$ cat src/rtl/sat_arith_pkg.sv
// Shared saturating-arithmetic definitions: datapath widths, overflow encoding,
// and helpers that return the signed clamp limits for a given width.
package sat_arith_pkg;

    localparam int DATA_WIDTH  = 16;
    localparam int ACCUM_WIDTH = 2 * DATA_WIDTH;
    localparam int MAX_WIDTH   = 64;  // widest operand the limit helpers support

    typedef enum logic [1:0] {
        OVF_NONE = 2'b00,
        OVF_POS  = 2'b01,
        OVF_NEG  = 2'b10
    } ovf_e;

    // Most positive value of a width-bit signed number, zero-extended to MAX_WIDTH.
    function automatic logic [MAX_WIDTH-1:0] sat_max(input int width);
        return (MAX_WIDTH'(1) << (width - 1)) - MAX_WIDTH'(1);
    endfunction

    // Most negative value of a width-bit signed number; its low width bits are 100..0.
    function automatic logic [MAX_WIDTH-1:0] sat_min(input int width);
        return ~sat_max(width);
    endfunction

endpackage

$ cat src/rtl/saturating_adder.sv
// Signed saturating adder: zero-latency clamped sum plus a registered, valid-qualified
// copy with overflow flags. Define SAT_ADD_STATS_EN to build the saturation event counter.
module saturating_adder
    import sat_arith_pkg::*;
#(
    parameter int WIDTH     = ACCUM_WIDTH,
    parameter int CNT_WIDTH = 16
) (
    input  logic                 clk,
    input  logic                 rst,
    input  logic [WIDTH-1:0]     in_a,
    input  logic [WIDTH-1:0]     in_b,
    output logic [WIDTH-1:0]     out_sum,
    input  logic                 valid_in,
    output logic [WIDTH-1:0]     sum_q,
    output logic                 valid_q,
    output logic                 ovf_pos_q,
    output logic                 ovf_neg_q,
    output logic [CNT_WIDTH-1:0] sat_cnt
);

    localparam logic [MAX_WIDTH-1:0] SAT_MAX_EXT = sat_max(WIDTH);
    localparam logic [MAX_WIDTH-1:0] SAT_MIN_EXT = sat_min(WIDTH);
    localparam logic [WIDTH-1:0]     SAT_MAX     = SAT_MAX_EXT[WIDTH-1:0];
    localparam logic [WIDTH-1:0]     SAT_MIN     = SAT_MIN_EXT[WIDTH-1:0];

    logic [WIDTH:0]   w_sum_ext;
    ovf_e             w_ovf;
    logic [WIDTH-1:0] r_sum;
    logic             r_valid;
    ovf_e             r_ovf;

    assign w_sum_ext = {in_a[WIDTH-1], in_a} + {in_b[WIDTH-1], in_b};

    // The two top bits of the sign-extended sum disagree only when same-sign operands
    // overflowed; the extension bit then carries the true sign of the result.
    always_comb begin
        // NOTE: every combinational output gets a default first so no latch is inferred.
        w_ovf   = OVF_NONE;
        out_sum = w_sum_ext[WIDTH-1:0];
        if (!w_sum_ext[WIDTH] && w_sum_ext[WIDTH-1]) begin
            w_ovf   = OVF_POS;
            out_sum = SAT_MAX;
        end else if (w_sum_ext[WIDTH] && !w_sum_ext[WIDTH-1]) begin
            w_ovf   = OVF_NEG;
            out_sum = SAT_MIN;
        end
    end

    // NOTE: sequential state uses non-blocking assignments so all registers update together.
    always_ff @(posedge clk) begin
        if (rst) begin
            r_sum   <= '0;
            r_valid <= 1'b0;
            r_ovf   <= OVF_NONE;
        end else begin
            r_valid <= valid_in;
            if (valid_in) begin
                r_sum <= out_sum;
                r_ovf <= w_ovf;
            end
        end
    end

    assign sum_q     = r_sum;
    assign valid_q   = r_valid;
    assign ovf_pos_q = (r_ovf == OVF_POS);
    assign ovf_neg_q = (r_ovf == OVF_NEG);

`ifdef SAT_ADD_STATS_EN
    logic [CNT_WIDTH-1:0] r_sat_cnt;

    // Sticks at all-ones rather than wrapping back to a misleadingly small count.
    always_ff @(posedge clk) begin
        if (rst) begin
            r_sat_cnt <= '0;
        end else if (valid_in && (w_ovf != OVF_NONE) && (r_sat_cnt != '1)) begin
            r_sat_cnt <= r_sat_cnt + CNT_WIDTH'(1);
        end
    end

    assign sat_cnt = r_sat_cnt;
`else
    assign sat_cnt = '0;
`endif

endmodule

$ cat config.mk
export PLATFORM = sky130hd
export DESIGN_NAME = saturating_adder
export DESIGN_NICKNAME = d
export VERILOG_FILES = /design/src/rtl/sat_arith_pkg.sv /design/src/rtl/saturating_adder.sv
export SDC_FILE = /design/constraint.sdc
export NUM_CORES = 1
export LEC_CHECK = 0
export CORE_UTILIZATION = 40
export CTS_CLUSTER_SIZE = 25
export DETAILED_ROUTE_END_ITERATION = 12
export PLACE_DENSITY = 0.74
export SLEW_MARGIN = 20
export SYNTH_ARGS = -nofsm -noshare
export SYNTH_HDL_FRONTEND = slang
export SYNTH_SLANG_ARGS = --single-unit
$ cat constraint.sdc
create_clock -name clk -period 3.72 [get_ports clk]
set_clock_uncertainty 0.2 [all_clocks]
set_input_delay 0.558 -clock clk [delete_from_list [all_inputs] [get_ports clk]]
set_output_delay 0.558 -clock clk [all_outputs]
set_load 0.1 [all_outputs]
* Word-level counts from Yosys, hierarchy flattened *
Cells that the tools add are included.

word-level totals
  word-level logic and storage cells = 14
  output and inout bits = 83
  bits in registers = 35

operators by class
  mux-type cells = 4
  equality and inequality tests = 2
  add/subtract/negate cells = 1
  reductions and logical operators = 4

operator list
  kind                                                 number
  two-way mux 32 bit                                   2
  adder 32 x 32 -> 33 bit                              1
  two-way mux 2 bit                                    2
  equality test 2 x 1 -> 1 bit, second input constant  1
  equality test 2 bit, second input constant           1
  logical AND 1 bit                                    2
  logical NOT 1 bit                                    2

* Logic depth before layout (Yosys ltp) *
Gate-level depths: netlist (run 1).

  depth after elaboration = 5
  depth in mapped cells = 13
  gate-level depth less buffers = 11

* Least setup slack after synthesis (run 1) *
Ideal clock, no wire load.

  path kind = input -> output
  from = in in_a[0]
  to = out out_sum[31]
  stages on the path = 9
  path buffers = 0
  arrival time = 3.648 ns
  path slack = -0.686 ns
  data required time = 2.962 ns
  cell sequence = ha_1 > inv_1 > fa_1 > nand2b_1 > a21oi_1 > o21ai_0 > a21oi_1 > a221oi_2 > xnor2_1

on the way
  word-level cells in the longest chain between the ends = 5
  elaborated cells between the ends (all ways) = 7

RTL lines
  element                    line                    source
  start: declaration         saturating_adder.sv:11  input logic [WIDTH-1:0] in_a,
  adder 32 x 32 -> 33 bit *  saturating_adder.sv:33  assign w_sum_ext = {in_a[WIDTH-1], in_a} + {in_b[WIDTH-1], in_b};
  logical NOT 1 bit          saturating_adder.sv:44  end else if (w_sum_ext[WIDTH] && !w_sum_ext[WIDTH-1]) begin
  logical AND 1 bit          saturating_adder.sv:44
  two-way mux 32 bit         saturating_adder.sv:44
  two-way mux 32 bit *       saturating_adder.sv:41  if (!w_sum_ext[WIDTH] && w_sum_ext[WIDTH-1]) begin
  end: declaration           saturating_adder.sv:13  output logic [WIDTH-1:0] out_sum,

Every way passes the cells marked *; elsewhere a longest branch is shown, timed or not.

* Final worst setup path (run 1) *
  from = in in_a[10]
  to = out out_sum[8]

The elaborated chain is that of the path after synthesis.

==> metrics.md, run 1 <==
| Metric | Value |
|---|---|
| GRT Total Usage | 32.66% |
| Crit. Startpoint | in_a[10] |
| Skew-Pair Late Insertion Delay | 0.29 ns |
| DP Area | 6563 um^2 |
| Total CTS buffers | 5 |
| Largest area contributor in the netlist | dfxtp_1 |
| Reg2Reg Launch Point | r_ovf[1] |
| DR WL/cell | 18.61 um |
| CP max stage delay | 0.39 ns |
| Post-synthesis mux area share | 0.2605% |
| Tot Pwr | 3.762 mW |
| Final Hold Violating Endpoints | 0 |
| Status | finished, violations left |
| CTS tree | built |
| Area Growth Syn to Fin | 103.2% |
| Final std cells w/o fill | 899 |
| Initial core utilization | 41.39% |
| Dpl cells | 856 |
| Synth Area in Simple Gates | 23.18% |
| Detail Route met2 WL | 8601 um |
| Pwr Density | 481.9 nW/um^2 |
| Seq/Total Area, Yosys | 18.24% |
| Synthesis Warnings | 0 |
| EDFF count, synth | 0 |
| Post-route ant nets | 0 |
| Largest family of logic cells by synthesized area | compound AO/OA/AOI/OAI gates |
| Initial antenna violation count | 0 |
| Cell Area, Synth | 3842 um^2 |
| Netlist cell types | 66 |
| Post-synthesis register bit count | 35 |
| Max Fclk | 250.7 MHz |
| Iter 0 DRT Violations | 257 |
| Die Ht | 100.0 um |
| Vias | 4975 |
| Synthesized instance count | 490 |
| Max Cap Viol | 0 |
| Min-delay worst type | flop to flop |
| Root buffer cell | clkbuf_8 |
| Most frequent cells in the layout | buf_4, nor2_1, clkdlybuf4s50_1 |
| I/O pin count | 150 |
| Setup ws final | -0.2692 ns |
| CP Capture Type | output port |
| Rows | 35 |
| CTS clock-pin slew for the worst setup and hold paths | 0.07 ns |
| Total grt overflow | 0 |
| Setup-failing EPs final | 31 |
| CP cell instances | clkdlybuf4s15_1 > ha_4 > nand2_1 > o211a_1 > or3_4 > o311a_4 > o41ai_4 > buf_4 > and3b_2 > nor2_4 > buf_6 > clkbuf_16 > nand2_4 > buf_12 |
| Compound-Gate Fraction of Synth Area | 31.23% |
| Synth Area in XOR/XNOR | 5.243% |
| Final Cycle Share | 107.2% |
| Core area | 9284 um^2 |
| GP Congestion | 0.9268 |
| Post-synth top area share | 18.24% |
| Nets | 869 |
| Post-Route WL | 16730 um |
| Drt drc | 0 |
| Max-slew violations | 0 |
| Startpoint Class | input pin |
| Die width | 100.0 um |
| R2R setup slack | 2.73 ns |
| Ant diodes | 0 |
| Post-synthesis adder-cell area fraction | 11.20% |
| Commonest non-fill, non-tap cell in the layout | buf_4 |
| Violated checks | negative setup slack |
| Top Layer Used | met4 |
| Avg Synthesized Cell Area | 7.842 um^2 |
| Slowest CP cell | or3_4 |
| # port buffers | 133 |
| Share of cells above drive strength 1 | 51.95% |
| Vias per Instance | 5.534 |
| CTS H-tree lvls | 2 |
| Pre-antenna DRT Iters | 5 |
| Hpwl dp | 10800 um |
| Largest net degree at the start of global routing | 38 |
| Arr. time, crit path | 3.23 ns |
| Worst path bufs/invs | 5 |
| WL met1 | 6476 um |
| Critical path type | input pin to output port |
| Critical path required time | 2.96 ns |
| Crit path max fanout | 5 |
| CTS Sinks | 35 |
| Top delay family on crit path | buffers and inverters |
| Synth area leaders | dfxtp_1, ha_1, a211oi_2 |
| Worst hold path startpoint | sum_q[17] |
| Post-CTS Hold Buffers | 0 |
| Metal3 WL | 904 um |
| Ys async rst share | 0% |
| Worst Tran Pin Value | 1.028 ns |
| Vias in the first global route | 5025 |
| First-pass GRT wire length | 25690 um |
| Post-route cell area | 7806 um^2 |
| Unrepaired setup endpoints after global routing | yes |
| Worst VDD drop | 0.2840 mV |
| Leakage | 3.399 nW |
| Post-synth top flop | dfxtp_1 |
| Slew headroom | 31.24% |
| Die ar. | 10000 um^2 |
| Min cycle time layout | 3.989 ns |
| Clk buf depth | 2 |
cell families (layout without fill, tap and decap cells):
group	after synthesis	count (layout)
flip-flops	35	35
buffers and inverters	59	324
multiplexers	1	1
adder cells (fa/ha/maj)	34	34
XOR/XNOR	23	23
AND/OR/NAND/NOR	185	185
AO/OA/AOI/OAI	152	152
other	1	16
sequential cells by signal, indices dropped and copies added (netlist names):
name     flops
r_ovf        2
sum_q       32
valid_q      1
metal layers:
metal,vias to the layer above,track usage [%]
li1,2310,-
met1,2369,38.17
met2,229,60.00
met3,67,3.969
met4,0,13.82
met5,-,0
worst register-to-register path, delay by kind of cell (launching register included):
kind,cells,cell delay [ns]
AOI/OAI and AO/OA,1,0.26
DFF,1,0.38
and+or+nand+nor,1,0.06
repair_timing:
item / 4_1_cts / 5_1_grt
gates cloned: 4 / 1
setup endpoints to repair: 32 / 32
setup buffers: 25 / 9
resized for setup: 244 / 31
pin swaps: 48 / 12
stage by stage:
step	util [%]	setup TNS, ns	hold WS, ns	setup WS, ns
floorplan	-	-2.512	0.2694	-0.09324
global placement	70.69	-17.99	0.2766	-0.5656
detailed placement	70.69	-22.62	0.2827	-0.6094
CTS	81.85	-4.876	0.3034	-0.1780
global route	84.08	-9.630	0.3386	-0.3501
finish	84.08	-7.142	0.3177	-0.2692
final cells by class:
cell class	count	area (um^2)
multi-input cells	411	3796
repair buffers	304	3019
fillers	511	1478
flip-flops and latches	35	700.7
well taps	129	161.4
clock buffers	5	68.82
inverters	12	45.04
clock inverters	3	15.01
final timing paths:
path                            cells after the start         end
worst min register to register                      2   sum_q[17]
worst max-delay path                               14  out_sum[8]
worst max register to register                      2    r_ovf[1]
worst min-delay path                                2   sum_q[17]
cells in the mapped netlist, types with 3 or more instances:
| library cell | number |
|---|---|
| a211o_1 | 3 |
| nand2b_1 | 7 |
| nor3_1 | 3 |
| a21o_1 | 9 |
| xor2_1 | 11 |
| buf_4 | 18 |
| nand3_1 | 24 |
| nand4_1 | 12 |
| a211oi_2 | 30 |
| clkbuf_8 | 4 |
| buf_6 | 7 |
| xnor2_1 | 12 |
| o211ai_1 | 5 |
| dfxtp_1 | 35 |
| nor2_1 | 52 |
| clkbuf_1 | 6 |
| inv_1 | 12 |
| ha_1 | 32 |
| a31oi_1 | 3 |
| a2111o_1 | 3 |
| nand2_1 | 61 |
| buf_2 | 9 |
| o21a_1 | 5 |
| or3_1 | 3 |
| a211oi_1 | 4 |
| nor2b_1 | 7 |
| o21ai_0 | 25 |
| a21oi_1 | 41 |
power by group:
part	switching (mW)	leakage [nW]	internal [mW]	total, mW
clock network	0.146	0.0477	0.128	0.274
logic	1.91	3.06	1.14	3.05
registers	0.0247	0.291	0.417	0.442
total	2.08	3.40	1.68	3.76
No activity file was read; power rests on OpenSTA's default activity.
==> run 2, diff against run 1 <==
HOLD_SLACK_MARGIN = 0.1   (was unset)
==> results of run 2 <==
The final DEF is identical to that of run 1; final timing and power are the same.
